===== src/rtl/ascon_ctrl_pkg.sv =====
// ASCON controller shared types and constants.
// State encoding, command modes, rates and timing.
package ascon_ctrl_pkg;

  typedef enum logic [2:0] {
    S_IDLE,
    S_INIT,
    S_AD,
    S_PAY,
    S_FINAL,
    S_SQZ,
    S_DONE
  } state_t;

  localparam logic [1:0] MODE_ENC  = 2'd0;
  localparam logic [1:0] MODE_DEC  = 2'd1;
  localparam logic [1:0] MODE_HASH = 2'd2;
  localparam logic [1:0] MODE_RSVD = 2'd3;

  localparam logic [4:0] RATE_AEAD = 5'd16;
  localparam logic [4:0] RATE_HASH = 5'd8;

  localparam int SQZ_SLOTS  = 4;
  localparam int BLK_CYCLES = 2;

  localparam logic [1:0] LAST_CYC  = 2'(BLK_CYCLES - 1);
  localparam logic [1:0] LAST_SLOT = 2'(SQZ_SLOTS - 1);

endpackage


===== src/rtl/ascon_ctrl_blk_sched.sv =====
// Block scheduler: classifies the block at the current
// position and computes the next position without wrap.
module ascon_blk_sched
  import ascon_ctrl_pkg::*;
(
  input  logic [31:0] i_len,
  input  logic [31:0] i_pos,
  input  logic [4:0]  i_rate,
  output logic [31:0] o_nxt_pos,
  output logic        o_is_pad,
  output logic        o_is_last,
  output logic        o_phase_done
);

  logic [32:0] w_sum;

  // 33-bit sum so the end-of-data compare never wraps
  always_comb begin
    w_sum        = {1'b0, i_pos} + {28'd0, i_rate};
    o_nxt_pos    = w_sum[31:0];
    o_is_pad     = (i_pos >= i_len);
    o_is_last    = o_is_pad || (w_sum > {1'b0, i_len});
    o_phase_done = o_is_last;
  end

endmodule


===== src/rtl/ascon_ctrl.sv =====
// ASCON core controller: sequences init, AD, payload,
// finalization and hash squeeze around an external core.
module ascon_ctrl
  import ascon_ctrl_pkg::*;
(
  input  logic         clk,
  input  logic         rst,
  input  logic         cmd_valid,
  output logic         cmd_ready,
  input  logic [1:0]   cmd_mode,
  input  logic [31:0]  cmd_ad_len,
  input  logic [31:0]  cmd_msg_len,
  input  logic         blk_valid,
  output logic         blk_ready,
  input  logic [127:0] blk_data,
  output logic [1:0]   core_sel_type,
  output logic         core_mode_sel,
  output logic [31:0]  core_data_length,
  output logic [31:0]  core_data_position,
  output logic [127:0] core_data_in,
  output logic         core_en_init,
  output logic         core_en_ad_am,
  output logic         core_en_ed,
  output logic         core_en_hash,
  output logic         core_en_final,
  input  logic [127:0] core_data_out,
  input  logic [127:0] core_tag,
  input  logic         core_err,
  output logic         out_valid,
  output logic [127:0] out_data,
  output logic         out_last,
  output logic         tag_valid,
  output logic [127:0] tag,
  output logic         busy,
  output logic         err
);

  state_t r_state;
  state_t w_nxt_state;

  logic [1:0]   r_mode;
  logic [31:0]  r_ad_len;
  logic [31:0]  r_msg_len;
  logic [31:0]  r_pos;
  logic [1:0]   r_cyc;
  logic [1:0]   r_slot;
  logic [127:0] r_data;
  logic         r_out_valid;
  logic [127:0] r_out_data;
  logic         r_out_last;
  logic         r_tag_valid;
  logic [127:0] r_tag;
  logic         r_err_pulse;
  logic         r_err_sticky;
  logic [1:0]   r_sel_type;
  logic         r_mode_sel;

  logic         w_hash;
  logic [4:0]   w_rate;
  logic [31:0]  w_len;
  logic         w_in_blk;
  logic         w_cyc_last;
  logic         w_first;
  logic         w_start;
  logic         w_blk_act;
  logic         w_blk_end;
  logic         w_accept;
  logic [127:0] w_blk_in;
  logic [31:0]  w_nxt_pos;
  logic         w_is_pad;
  logic         w_is_last;
  logic         w_phase_done;

  ascon_blk_sched u_sched (
    .i_len        (w_len),
    .i_pos        (r_pos),
    .i_rate       (w_rate),
    .o_nxt_pos    (w_nxt_pos),
    .o_is_pad     (w_is_pad),
    .o_is_last    (w_is_last),
    .o_phase_done (w_phase_done)
  );

  // Block handshake and datapath steering
  always_comb begin
    w_hash     = (r_mode == MODE_HASH);
    w_rate     = w_hash ? RATE_HASH : RATE_AEAD;
    w_len      = (r_state == S_AD) ? r_ad_len : r_msg_len;
    w_in_blk   = (r_state == S_AD) || (r_state == S_PAY);
    w_cyc_last = (r_cyc == LAST_CYC);
    w_first    = w_in_blk && (r_cyc == 2'd0);
    w_start    = w_first && (w_is_pad || blk_valid);
    w_blk_act  = w_start || (w_in_blk && r_cyc != 2'd0);
    w_blk_end  = w_in_blk && w_cyc_last;
    cmd_ready  = (r_state == S_IDLE);
    w_accept   = cmd_valid && cmd_ready;
    blk_ready  = w_first && !w_is_pad && blk_valid;
    if (w_is_pad)
      w_blk_in = '0;
    else if (w_hash)
      w_blk_in = {blk_data[127:64], 64'h0};
    else
      w_blk_in = blk_data;
    core_data_in = '0;
    if (w_in_blk && r_cyc != 2'd0)
      core_data_in = r_data;
    else if (w_start)
      core_data_in = w_blk_in;
    core_data_position = w_in_blk ? r_pos : '0;
    core_data_length   = w_in_blk ? w_len : '0;
    busy          = (r_state != S_IDLE);
    err           = r_err_pulse | r_err_sticky;
    out_valid     = r_out_valid;
    out_data      = r_out_data;
    out_last      = r_out_last;
    tag_valid     = r_tag_valid;
    tag           = r_tag;
    core_sel_type = r_sel_type;
    core_mode_sel = r_mode_sel;
  end

  // Next-state logic and core enables
  always_comb begin
    w_nxt_state   = r_state;
    core_en_init  = 1'b0;
    core_en_ad_am = 1'b0;
    core_en_ed    = 1'b0;
    core_en_hash  = 1'b0;
    core_en_final = 1'b0;
    unique case (r_state)
      S_IDLE: begin
        if (w_accept && cmd_mode != MODE_RSVD)
          w_nxt_state = S_INIT;
      end
      S_INIT: begin
        core_en_init = 1'b1;
        w_nxt_state  = w_hash ? S_PAY : S_AD;
      end
      S_AD: begin
        core_en_ad_am = w_blk_act;
        if (w_blk_end && w_phase_done)
          w_nxt_state = S_PAY;
      end
      S_PAY: begin
        if (w_hash)
          core_en_ad_am = w_blk_act;
        else
          core_en_ed = w_blk_act;
        if (w_blk_end && w_phase_done)
          w_nxt_state = w_hash ? S_SQZ : S_FINAL;
      end
      S_FINAL: begin
        core_en_final = 1'b1;
        if (w_cyc_last)
          w_nxt_state = S_DONE;
      end
      S_SQZ: begin
        core_en_hash = 1'b1;
        if (w_cyc_last && r_slot == LAST_SLOT)
          w_nxt_state = S_DONE;
      end
      S_DONE: w_nxt_state = S_IDLE;
      default: w_nxt_state = S_IDLE;
    endcase
  end

  // State register
  always_ff @(posedge clk) begin
    if (rst)
      r_state <= S_IDLE;
    else
      r_state <= w_nxt_state;
  end

  // Command latch, counters, result capture and error flags
  always_ff @(posedge clk) begin
    if (rst) begin
      r_mode       <= '0;
      r_ad_len     <= '0;
      r_msg_len    <= '0;
      r_pos        <= '0;
      r_cyc        <= '0;
      r_slot       <= '0;
      r_data       <= '0;
      r_out_valid  <= 1'b0;
      r_out_data   <= '0;
      r_out_last   <= 1'b0;
      r_tag_valid  <= 1'b0;
      r_tag        <= '0;
      r_err_pulse  <= 1'b0;
      r_err_sticky <= 1'b0;
      r_sel_type   <= '0;
      r_mode_sel   <= 1'b0;
    end else begin
      r_out_valid <= 1'b0;
      r_out_last  <= 1'b0;
      r_tag_valid <= 1'b0;
      r_err_pulse <= 1'b0;
      if (core_err)
        r_err_sticky <= 1'b1;
      else if (w_accept)
        r_err_sticky <= 1'b0;
      if (w_accept) begin
        r_mode      <= cmd_mode;
        r_ad_len    <= cmd_ad_len;
        r_msg_len   <= cmd_msg_len;
        r_pos       <= '0;
        r_cyc       <= '0;
        r_slot      <= '0;
        r_err_pulse <= (cmd_mode == MODE_RSVD);
        r_sel_type  <= (cmd_mode == MODE_HASH) ? 2'd1 : 2'd0;
        r_mode_sel  <= (cmd_mode == MODE_DEC);
      end
      if (w_in_blk) begin
        if (w_blk_end) begin
          r_cyc <= '0;
          r_pos <= w_is_last ? '0 : w_nxt_pos;
          if (r_state == S_PAY && !w_hash) begin
            r_out_valid <= 1'b1;
            r_out_data  <= core_data_out;
            r_out_last  <= w_is_last;
          end
        end else if (w_blk_act) begin
          r_cyc <= r_cyc + 2'd1;
          if (w_start)
            r_data <= w_blk_in;
        end
      end
      if (r_state == S_FINAL) begin
        if (w_cyc_last) begin
          r_cyc       <= '0;
          r_tag_valid <= 1'b1;
          r_tag       <= core_tag;
        end else begin
          r_cyc <= r_cyc + 2'd1;
        end
      end
      if (r_state == S_SQZ) begin
        if (w_cyc_last) begin
          r_cyc       <= '0;
          r_slot      <= r_slot + 2'd1;
          r_out_valid <= 1'b1;
          r_out_data  <= core_data_out;
          r_out_last  <= (r_slot == LAST_SLOT);
        end else begin
          r_cyc <= r_cyc + 2'd1;
        end
      end
    end
  end

endmodule


===== config.mk =====
export PLATFORM = sky130hd
export DESIGN_NAME = ascon_ctrl
export DESIGN_NICKNAME = d
export VERILOG_FILES = /design/src/rtl/ascon_ctrl_pkg.sv /design/src/rtl/ascon_ctrl_blk_sched.sv /design/src/rtl/ascon_ctrl.sv
export SDC_FILE = /design/constraint.sdc
export NUM_CORES = 1
export LEC_CHECK = 0
export CAP_MARGIN = 20
export CORE_AREA = 2 2 358 360
export CTS_CLUSTER_DIAMETER = 150
export DETAILED_ROUTE_END_ITERATION = 7
export DIE_AREA = 0 0 360 362
export SYNTH_ARGS = -nofsm -noshare
export SYNTH_HDL_FRONTEND = slang
export SYNTH_HIERARCHICAL = 1
export SYNTH_SLANG_ARGS = --single-unit

===== constraint.sdc =====
create_clock -name clk -period 5.9 [get_ports clk]
set_input_delay 0.59 -clock clk [delete_from_list [all_inputs] [get_ports clk]]
set_output_delay 0.59 -clock clk [all_outputs]
set_load 0.02 [all_outputs]

==> results.yml <==
route:
  drt_iter0_markers: 1967
  dr.pass1.iters: 8
  drc: 0
  vias_per_cell: 4.44
  vias: 23510
  top_layer_used: "met5"
  wl_met2_um: 46500
  drt-met1-wl_um: 44200
  wl_per_cell_um: 19.0
  wl_met3_um: 7270
  antenna_left: 0
  drt-total-wl_um: 100000
die:
  rows: 131
  num_io_pins: 918
  die_area_mm2: 0.130
  coreArea_mm2: 0.127
  chipWidth_um: 360
  die_y_um: 362
  start_util: 0.180
placed_design:
  portBuffers: 916
  dpl-instance-area_mm2: 0.0333
  globalplace.congestion: 0.854
  dp.cells: 5187
  dp_hpwl_um: 72300
sta:
  finalHoldViolations: 0
  tightest_slew_ns: 1.07
  slew_headroom: 0.287
  finalSetupViolations: 0
  finalCriticalPeriod_ns: 5.65
  maxSlewViolCount: 0
  clock_skew_ns: 0.0304
  rsz0062_at_grt: "true"
  timing.final.crit_share: 0.957
  fin_setup_tns_ns: 0
  max_freq_ghz: 0.177
power_and_ir_drop:
  combPwrFrac: 0.298
  peakVddDrop_uv: 245
  internal_power_w: 0.00709
  p_seq_frac: 0.347
  power.density_mw_per_mm2: 303
  power.leakage_nw: 12.0
  total_power_w: 0.0107
  p_clk_frac: 0.355
  p_sw_w: 0.00366
  p_sw_frac: 0.341
global_routing:
  grt_max_degree: 162
  overflow: 0
  grt_pass1_wl_um: 146000
  grt_pass1_vias: 22386
  antenna_found_initial: 5
  grtUsageTotal: 0.144
setup_path:
  endpoint_kind: "output pin"
  start_kind: "flop"
  r2r_end: "r_state[1]$_SDFFE_PP0P_"
  r2r_slack_ns: 0.67
  crit_type: "reg -> out"
  r2r_cells: 19
  cp.required_ns: 5.31
  cp.arrival_ns: 5.06
  reg2reg_from: "r_mode[0]$_SDFFE_PP0P_"
  cp_max_fo: 32
layout:
  nets: 4119
  diodes: 0
  fin_util: 0.279
  drive_gt1_frac: 0.0558
  fillers: 13558
  multiInputGateArea_mm2: 0.0115
  fin_area_mm2: 0.0354
  stdcell_count: 5298
  seq_area_mm2: 0.00993
  syn2layout_area_growth_pct: 55.5
yosys:
  synth.area.top_cells: "dfxtp_1, a21oi_1, nand2_1"
  yosys_warnings: 6
  yosys.cell_types.count: 65
  syn_avg_cell_area_um2: 8.08
  synth_edf_count: 0
  synth-main-ff-cell: "dfxtp_1"
  synth_top_area_share: 0.436
  synth_most_common_cell: "nand2_1"
  yosysTopAreaCell: "dfxtp_1"
  async_flop_share: 0
  netlist_area_mm2: 0.0228
  synth_commonest_cells: "nand2_1, dfxtp_1, a21oi_1, nand3_1, o21ai_0"
  syn_inst: 2818
  ys_ff_latch: 496
  ys_seq_area_frac: 0.436
clock_network:
  clkLatencyLatePin_ns: 0.65
  root_buffer: "clkbuf_16"
  clkTransAtPathRegs_ns: 0.06
  tritoncts: "built"
  cts_sinks: 496
  ctsHtreeMaxLevel: 2
  clk_path_buf_depth: 3
  cts_hold_buf: 0
  numCtsBuffers: 59
hold_path:
  min_to: "tag[32]$_SDFFE_PP0P_"
  min_path_cells: 2
  hp-class: "reg -> reg"
  hp-start: "tag[32]$_SDFFE_PP0P_"
status:
  outcome: "complete, no violations"
job:
  cap_violations: 0
==> sequential cells by signal, summed over array words and instances (netlist names) <==
| register | flops |
|---|---|
| r_data | 128 |
| r_slot | 2 |
| tag | 128 |
| r_state | 3 |
| r_mode | 2 |
| out_valid | 1 |
| r_msg_len | 32 |
| out_data | 128 |
| r_pos | 32 |
| r_cyc | 2 |
| out_last | 1 |
| r_ad_len | 32 |
| core_mode_sel | 1 |
| r_err_sticky | 1 |
| r_err_pulse | 1 |
| core_sel_type | 1 |
| tag_valid | 1 |
==> worst max-delay path by stage <==
| stage | end | startpoint | slack (ns) | depth (start not counted) |
|---|---|---|---|---|
| floorplan | core_data_in[10] | r_state[1]$_SDFFE_PP0P_ | 1.54 | 18 |
| global placement | core_en_ed | r_state[2]$_SDFFE_PP0P_ | 0.59 | 17 |
| detailed placement | core_data_in[47] | r_state[2]$_SDFFE_PP0P_ | 0.45 | 17 |
| CTS | core_en_ed | r_state[2]$_SDFFE_PP0P_ | 0.03 | 17 |
| global route | core_data_in[72] | r_state[2]$_SDFFE_PP0P_ | -0.03 | 17 |
| finish | core_data_in[43] | r_state[2]$_SDFFE_PP0P_ | 0.25 | 18 |
==> routing by layer <==
layer / track usage / vias up
met5: 0 / -
met2: 0.230 / 866
met4: 0.0405 / 6
met1: 0.188 / 11155
li1: - / 11346
met3: 0.0391 / 137
==> critical path: stages (launching register included) <==
cell             delay, ns
dfxtp_1               0.31
nand2b_4              0.15
nor2_4                0.21
buf_4                 0.16
mux2_2                0.33
inv_1                 0.09
ha_1                  0.25
a21o_1                0.18
a211o_1               0.30
a211oi_1              0.29
a2111oi_2             0.12
buf_4                 0.15
nor2_1                0.11
inv_1                 0.12
and4b_2               0.35
and2_4                0.26
clkbuf_16             0.25
a22o_1                0.17
clkdlybuf4s50_1       0.60
==> layout make-up <==
type | count | area share
multi-input combinational | 2029 | 0.326
sequential | 496 | 0.281
timing repair buffer | 963 | 0.274
tap | 1662 | 0.0587
clock buffer | 89 | 0.0491
clock inverter | 18 | 0.00756
inverter | 41 | 0.00435
==> per-stage QoR <==
stage          worst slack [ns]  hold WS, ns
3_5_place_dp              0.454        0.445
5_1_grt                 -0.0284        0.455
2_1_floorplan              1.54        0.431
3_3_place_gp              0.590        0.438
6_report                  0.253        0.451
4_1_cts                  0.0326        0.423
==> repair_timing <==
item,in CTS,in global routing
buffers inserted,3,0
gates cloned,0,1
setup endpoints to repair,130,131
resized for setup,2,12
pin swaps,1,0
==> logic make-up after synthesis <==
family	after synthesis	share of synthesized area
buf+inv	297	0.0623
compound gates	821	0.210
mux	65	0.0304
fa+ha+maj	74	0.0410
flops	496	0.436
other cells	1	0.000165
xor+xnor	30	0.0115
simple gates	1034	0.209
==> cells in the final DEF (no fill, tap or decap), types with 3 or more instances in the layout <==
cell / n
nand2b_1: 5
nor2_1: 95
conb_1: 5
and3_1: 7
nand3b_1: 67
nand2_1: 548
mux2i_1: 32
a21oi_1: 482
inv_6: 4
nor3_1: 6
nor2_4: 3
nand4_1: 16
nor4_1: 4
and4_1: 4
mux2_2: 33
clkinv_2: 5
a22o_1: 128
xor2_1: 10
dlymetal6s2s_1: 4
xnor2_1: 20
a21o_1: 5
a2111oi_0: 3
buf_4: 35
o21ai_0: 140
clkbuf_16: 60
o211ai_1: 5
clkdlybuf4s50_1: 909
a22oi_1: 33
buf_12: 11
a211oi_1: 4
and2_1: 35
clkbuf_8: 16
nand3_1: 217
dfxtp_1: 495
bufinv_16: 6
ha_1: 73
clkbuf_1: 15
inv_1: 41
==> power by group through the flow <==
stage / combinational (W) / sequential, W / clock (W)
2_1_floorplan: 0.00192 / 0.00375 / 0
3_3_place_gp: 0.00313 / 0.00380 / 0
3_5_place_dp: 0.00317 / 0.00380 / 0
4_1_cts: 0.00320 / 0.00372 / 0.00395
5_1_grt: 0.00348 / 0.00375 / 0.00406
6_report: 0.00320 / 0.00373 / 0.00381
Note: power is estimated with default switching activity, not from simulation.
